File: src/rtl/imem_loader_axil.sv
// AXI4-Lite loader for the 16-word instruction memory plus core run/DMEM control.
// Optional CYCLES counter at 0x10 is built only when IMEM_LOADER_CYCLES_EN is defined.
module imem_loader_axil #(
  parameter int unsigned ADDR_W = 6
) (
  input  logic              clk,
  input  logic              reset_n,
  input  logic [ADDR_W-1:0] s_awaddr,
  input  logic              s_awvalid,
  output logic              s_awready,
  input  logic [31:0]       s_wdata,
  input  logic [3:0]        s_wstrb,
  input  logic              s_wvalid,
  output logic              s_wready,
  output logic [1:0]        s_bresp,
  output logic              s_bvalid,
  input  logic              s_bready,
  input  logic [ADDR_W-1:0] s_araddr,
  input  logic              s_arvalid,
  output logic              s_arready,
  output logic [31:0]       s_rdata,
  output logic [1:0]        s_rresp,
  output logic              s_rvalid,
  input  logic              s_rready,
  output logic              instruction_write,
  output logic [31:0]       instruction_data,
  output logic [3:0]        instruction_addr,
  output logic              run_pc,
  output logic              mem_reset_n
);

  typedef enum logic [1:0] {WIdle, WAddr, WData, WResp} wr_state_e;
  typedef enum logic {RIdle, RResp} rd_state_e;

  wr_state_e   wst_q, wst_d;
  rd_state_e   rst_q, rst_d;
  logic        ready_q;
  logic [2:0]  aw_idx_q, aw_idx_d;
  logic [31:0] wdata_q, wdata_d;
  logic [3:0]  wstrb_q, wstrb_d;
  logic        run_q, run_d, dmem_q, dmem_d;
  logic [3:0]  la_q, la_d;
  logic [4:0]  loaded_q, loaded_d;
  logic        iw_q, iw_d;
  logic [31:0] idata_q, idata_d;
  logic [3:0]  iaddr_q, iaddr_d;
  logic [1:0]  bresp_q, bresp_d, rresp_q, rresp_d;
  logic [31:0] rdata_q, rdata_d;

  logic        aw_hs, w_hs, ar_hs, exec, err;
  logic [2:0]  ex_idx;
  logic [31:0] ex_data;
  logic [3:0]  ex_strb;
  logic        unused_addr;

`ifdef IMEM_LOADER_CYCLES_EN
  logic [31:0] cycles_q, cycles_d;
  logic        cyc_clr;
`endif

  assign unused_addr = ^{s_awaddr, s_araddr};

  // Readies stay low until the first edge after reset release.
  assign s_awready = ready_q & ((wst_q == WIdle) | (wst_q == WData));
  assign s_wready  = ready_q & ((wst_q == WIdle) | (wst_q == WAddr));
  assign s_arready = ready_q & (rst_q == RIdle);
  assign s_bvalid  = (wst_q == WResp);
  assign s_rvalid  = (rst_q == RResp);
  assign aw_hs     = s_awvalid & s_awready;
  assign w_hs      = s_wvalid & s_wready;
  assign ar_hs     = s_arvalid & s_arready;

  assign s_bresp           = bresp_q;
  assign s_rresp           = rresp_q;
  assign s_rdata           = rdata_q;
  assign instruction_write = iw_q;
  assign instruction_data  = idata_q;
  assign instruction_addr  = iaddr_q;
  assign run_pc            = run_q;
  assign mem_reset_n       = dmem_q;

  // Latched halves are used only when the other channel arrived first.
  assign ex_idx  = (wst_q == WAddr) ? aw_idx_q : s_awaddr[4:2];
  assign ex_data = (wst_q == WData) ? wdata_q : s_wdata;
  assign ex_strb = (wst_q == WData) ? wstrb_q : s_wstrb;

  always_comb begin
    wst_d    = wst_q;
    aw_idx_d = aw_idx_q;
    wdata_d  = wdata_q;
    wstrb_d  = wstrb_q;
    exec     = 1'b0;
    unique case (wst_q)
      WIdle: begin
        if (aw_hs && w_hs) begin
          exec = 1'b1;
        end else if (aw_hs) begin
          aw_idx_d = s_awaddr[4:2];
          wst_d    = WAddr;
        end else if (w_hs) begin
          wdata_d = s_wdata;
          wstrb_d = s_wstrb;
          wst_d   = WData;
        end
      end
      WAddr: exec = w_hs;
      WData: exec = aw_hs;
      WResp: if (s_bready) wst_d = WIdle;
      default: wst_d = WIdle;
    endcase
    if (exec) wst_d = WResp;
  end

  always_comb begin
    run_d    = run_q;
    dmem_d   = dmem_q;
    la_d     = la_q;
    loaded_d = loaded_q;
    iw_d     = 1'b0;
    idata_d  = idata_q;
    iaddr_d  = iaddr_q;
    bresp_d  = bresp_q;
    err      = 1'b0;
`ifdef IMEM_LOADER_CYCLES_EN
    cyc_clr  = 1'b0;
`endif
    if (exec) begin
      case (ex_idx)
        3'd0: if (ex_strb[0]) begin
          run_d  = ex_data[0];
          dmem_d = ex_data[1];
        end
        3'd2: if (ex_strb[0]) la_d = ex_data[3:0];
        3'd3: begin
          if (!run_q && (ex_strb == 4'hF)) begin
            iw_d    = 1'b1;
            idata_d = ex_data;
            iaddr_d = la_q;
            la_d    = la_q + 4'd1;
            if (loaded_q != 5'd16) loaded_d = loaded_q + 5'd1;
          end else begin
            err = 1'b1;
          end
        end
`ifdef IMEM_LOADER_CYCLES_EN
        3'd4: cyc_clr = 1'b1;
`endif
        default: err = 1'b1;
      endcase
      bresp_d = err ? 2'b10 : 2'b00;
    end
  end

`ifdef IMEM_LOADER_CYCLES_EN
  // Clear wins over the run-time increment.
  assign cycles_d = cyc_clr ? 32'd0 : (run_q ? cycles_q + 32'd1 : cycles_q);
`endif

  always_comb begin
    rst_d   = rst_q;
    rdata_d = rdata_q;
    rresp_d = rresp_q;
    unique case (rst_q)
      RIdle: if (ar_hs) begin
        rst_d   = RResp;
        rresp_d = 2'b00;
        case (s_araddr[4:2])
          3'd0:    rdata_d = {30'd0, dmem_q, run_q};
          3'd1:    rdata_d = {23'd0, loaded_q, 3'd0, run_q};
          3'd2:    rdata_d = {28'd0, la_q};
          3'd3:    rdata_d = 32'd0;
`ifdef IMEM_LOADER_CYCLES_EN
          3'd4:    rdata_d = cycles_q;
`endif
          default: begin
            rdata_d = 32'd0;
            rresp_d = 2'b10;
          end
        endcase
      end
      RResp: if (s_rready) rst_d = RIdle;
      default: rst_d = RIdle;
    endcase
  end

  always_ff @(posedge clk or negedge reset_n) begin
    if (!reset_n) begin
      wst_q    <= WIdle;
      rst_q    <= RIdle;
      ready_q  <= 1'b0;
      aw_idx_q <= '0;
      wdata_q  <= '0;
      wstrb_q  <= '0;
      run_q    <= 1'b0;
      dmem_q   <= 1'b0;
      la_q     <= '0;
      loaded_q <= '0;
      iw_q     <= 1'b0;
      idata_q  <= '0;
      iaddr_q  <= '0;
      bresp_q  <= '0;
      rresp_q  <= '0;
      rdata_q  <= '0;
    end else begin
      wst_q    <= wst_d;
      rst_q    <= rst_d;
      ready_q  <= 1'b1;
      aw_idx_q <= aw_idx_d;
      wdata_q  <= wdata_d;
      wstrb_q  <= wstrb_d;
      run_q    <= run_d;
      dmem_q   <= dmem_d;
      la_q     <= la_d;
      loaded_q <= loaded_d;
      iw_q     <= iw_d;
      idata_q  <= idata_d;
      iaddr_q  <= iaddr_d;
      bresp_q  <= bresp_d;
      rresp_q  <= rresp_d;
      rdata_q  <= rdata_d;
    end
  end

`ifdef IMEM_LOADER_CYCLES_EN
  always_ff @(posedge clk or negedge reset_n) begin
    if (!reset_n) cycles_q <= '0;
    else          cycles_q <= cycles_d;
  end
`endif

endmodule

File: config.mk
export PLATFORM = sky130hd
export DESIGN_NAME = imem_loader_axil
export DESIGN_NICKNAME = d
export VERILOG_FILES = /design/src/rtl/imem_loader_axil.sv
export SDC_FILE = /design/constraint.sdc
export NUM_CORES = 1
export LEC_CHECK = 0
export ABC_AREA = 1
export CAP_MARGIN = 40
export CELL_PAD_IN_SITES_DETAIL_PLACEMENT = 2
export CELL_PAD_IN_SITES_GLOBAL_PLACEMENT = 2
export CORE_UTILIZATION = 27
export CTS_CLUSTER_SIZE = 16
export DETAILED_ROUTE_END_ITERATION = 12
export GPL_ROUTABILITY_DRIVEN = 0
export GPL_TIMING_DRIVEN = 0
export HOLD_SLACK_MARGIN = 0.03
export PLACE_DENSITY = 0.77
export SLEW_MARGIN = 10
export SYNTH_ARGS = -nofsm -noshare
export SYNTH_HDL_FRONTEND = slang
export SYNTH_SLANG_ARGS = --single-unit
File: constraint.sdc
create_clock -name clk -period 1.4 [get_ports clk]
set_input_delay 0.14 -clock clk [delete_from_list [all_inputs] [get_ports clk]]
set_output_delay 0.14 -clock clk [all_outputs]
set_load 0.02 [all_outputs]
==> parameters.txt <==
Parameter                              Value

Run status
  Run status ... complete, but fails checks
  Violated checks ... design-rule violations, negative setup slack

GRT
  Pin count of the biggest net entering global routing ... 62
  Number of global-route vias before repair ... ~4700
  Total routing resource utilization after global routing ... 17.8%
  First-pass GRT wire length ... 26000 um
  Overflow after GRT ... 0
  Initial antenna violation count ... 0

Timing
  Worst hold slack ... 0.278 ns
  # setup viols final ... 91
  FMAX ... 566 MHz
  Setup_tns ... -26.47 ns
  Post-route clock skew ... 0.00622 ns
  Share of the cycle needed by the critical path after routing ... 126%
  Setup repair after global routing missed its margin ... true
  Final worst setup slack ... -0.366 ns
  Number of hold violations in the final report ... 0
  Number of pins exceeding their max-slew limit in the final report ... 0
  Final period demand of the worst path ... 1.77 ns

Clock tree
  Clock Pin Slew Worst Setup and Hold Paths ... roughly 0.070 ns
  Longest Clk Path Bufs ... 2
  Clock Sink Count ... 102
  Clock insertion delay at the later pin of the skew report ... between 0.3 and 0.4 ns
  CTS tree ... yes
  Clock root buffer ... clkbuf_16
  Number of CTS-inserted buffers ... 9
  Depth of the CTS H-tree ... 3

Detailed routing
  Average wire per cell in the routed design ... 18.3 um
  Mean number of vias per cell ... 4.56
  Number of design rule violations left after detail routing ... 21
  Total wirelength of the detailed-routed design ... 16400 um
  DRC violation total after the first TritonRoute iteration ... 82
  Antenna violation net count after detailed routing ... 0
  Vias ... 4088
  Pre-Repair DR Iteration Count ... 8

Worst setup path
  Worst Path Arrival ... 2.00 ns
  Endpoint kind of the worst setup timing path ... flip-flop
  Maximum fanout encountered on the critical timing path ... 8
  Critical path class ... reg -> reg
  Category of the worst setup path launch point ... flip-flop
  Data required, critical path ... 1.63 ns

Die
  Height of the die ... ~140 um
  Die ar. ... 0.0191 mm^2
  Width of the die ... 138 um
  Top Ports ... approximately 140
  Area inside the core boundary ... 0.0181 mm^2
  Starting utilization of the core area ... 27.7%
  Site Rows ... 49

Power and ir drop
  Power per standard cell area ... 1650 mW/mm^2
  Total Power Consumption ... 12.8 mW
  Leakage power figure ... about 3.9 nW
  Worst vdd ir ... 0.623 mV

Logic synthesis
  Register bit total from synthesis ... 102
  Unique cell type count in the Yosys netlist ... 34
  Post-Synthesis Mean Instance Area ... 10.3 um^2
  Sequential cell area fraction in the yosys report ... 50.9%
  Ys async rst share ... 100%
  Number of synthesized flops with an enable pin ... 0
  Cell count after synthesis ... just under 500
  Synth warn ... 0
  Top_reg_cell synth ... dfrtp_1
  Synthesized area ... roughly 0.0050 mm^2

Placement
  Placed cells ... between 800 and 900
  DP Area ... ~0.0065 mm^2
  Number of buffer cells added on primary ports ... 103
  HPWL after detailed placement ... 10700 um
  Minimum setup slack after placement ... -0.491 ns

Finish
  Final Net Count ... 721
  Ratio of cells with drive above 1 in the final layout ... between 40 and 50%
  Post-layout instance count excluding filler cells ... 897
  Signed area change from the synthesized netlist to the final layout ... 54.2%
  Post-route core utilization ... a little over two fifths
  Most common cell after layout, fill and taps aside ... dfrtp_1
  Post-route cell area ... 0.00774 mm^2
  Count of antenna diodes in the layout ... 0
  Most frequent cells in the layout ... 100 x dfrtp_1, 63 x nand2_1, 51 x dlygate4sd2_1, 47 x clkdlybuf4s50_1, 43 x buf_4

Job
  Max-cap viol count ... 0

Min path
  Path class of the lowest-slack min-delay path ... in -> async
cell families after synthesis:
| kind of cell | Yosys count | share of synthesized area [%] |
|---|---|---|
| buffers and inverters | 76 | 9.15 |
| flip-flops | 102 | 50.9 |
| adder cells (fa/ha/maj) | 3 | 0.748 |
| AO/OA/AOI/OAI | 66 | 9.63 |
| other | 2 | 0.150 |
| XOR/XNOR | 5 | 0.873 |
| AND/OR/NAND/NOR | 171 | 15.8 |
| multiplexers | 60 | 12.8 |
path summary, 6_finish.rpt:
path                                startpoint                   end  slack (ns)  cells past startpoint
setup / recovery                      wst_q[0]  instruction_data[21]       -0.37                      9
hold / removal                         reset_n  instruction_data[28]        0.28                      2
setup reg to reg                      wst_q[0]  instruction_data[21]       -0.37                      9
hold reg to reg            instruction_data[2]   instruction_data[2]        0.48                      2
max in group asynchronous              reset_n           loaded_q[4]        0.46                      3
min in group clk                      s_rready              s_rvalid        0.34                      2
sequential cells by signal (all words and copies together) (netlist names):
register,flops
instruction_data,32
wdata_q,32
s_rdata,9
loaded_q,5
instruction_addr,4
la_q,4
wstrb_q,4
aw_idx_q,3
wst_q,2
instruction_write,1
mem_reset_n,1
ready_q,1
run_pc,1
s_bresp,1
s_rresp,1
s_rvalid,1
metal layers:
metal | GRT usage, % | routed length [um]
met1 | 19.6 | 6410
met2 | 33.4 | 9040
met5 | 0 | 0
met3 | 3.19 | 507
met4 | 7.75 | 422
Yosys cell counts (2+ instances only):
cell type  number  share of area (%)
nand2_1       104                7.8
dfrtp_1       102                 51
o21ai_2        34                5.9
mux2_2         32                7.2
inv_1          31                2.3
mux2i_1        28                5.6
buf_4          25                3.7
nand3_1        25                2.5
o21ai_0        23                2.3
nand2_2        16                2.0
nor2_1         12               0.90
buf_6           9                2.0
buf_2           6               0.60
a21oi_1         4               0.40
nor2_2          4               0.50
xor2_1          4               0.70
ha_1            3               0.75
nand2_4         3               0.67
and2_1          2               0.25
clkbuf_1        2               0.15
conb_1          2               0.15
inv_2           2               0.15
cell type report:
type | instances | area [um^2]
plain buffers | 41 | 414
clock buffers | 10 | 239
clock inverters | 6 | 93.8
fillers | 1887 | 10300
inverters | 34 | 135
multi-input cells | 332 | 2500
flip-flops and latches | 102 | 2550
well taps | 229 | 287
repair buffers | 143 | 1510
where the power goes:
group	switching [mW]	internal, mW	total (mW)
Sequential	0.612	3.80	4.41
Clock	1.20	1.63	2.83
Combinational	3.02	2.52	5.54
what timing repair did:
| item | CTS | global route |
|---|---|---|
| pin swaps | 13 | 13 |
| setup buffers | 20 | 12 |
| resized for setup | 169 | 66 |
| endpoints found under the setup margin | 154 | 101 |
| hold buffers | 1 | 0 |
| cloned | 6 | 2 |
| endpoints found under the hold margin | 41 | 0 |
critical path, cell delays in order, from the launching register on:
cell and delay, ns:
dfrtp_2 0.46, buf_8 0.16, buf_6 0.12, a21oi_4 0.24, a21oi_4 0.09, buf_6 0.15, nand3_4 0.11, buf_12 0.14
buf_8 0.12, o21ai_2 0.06
Power figures use the tool's default switching activity.
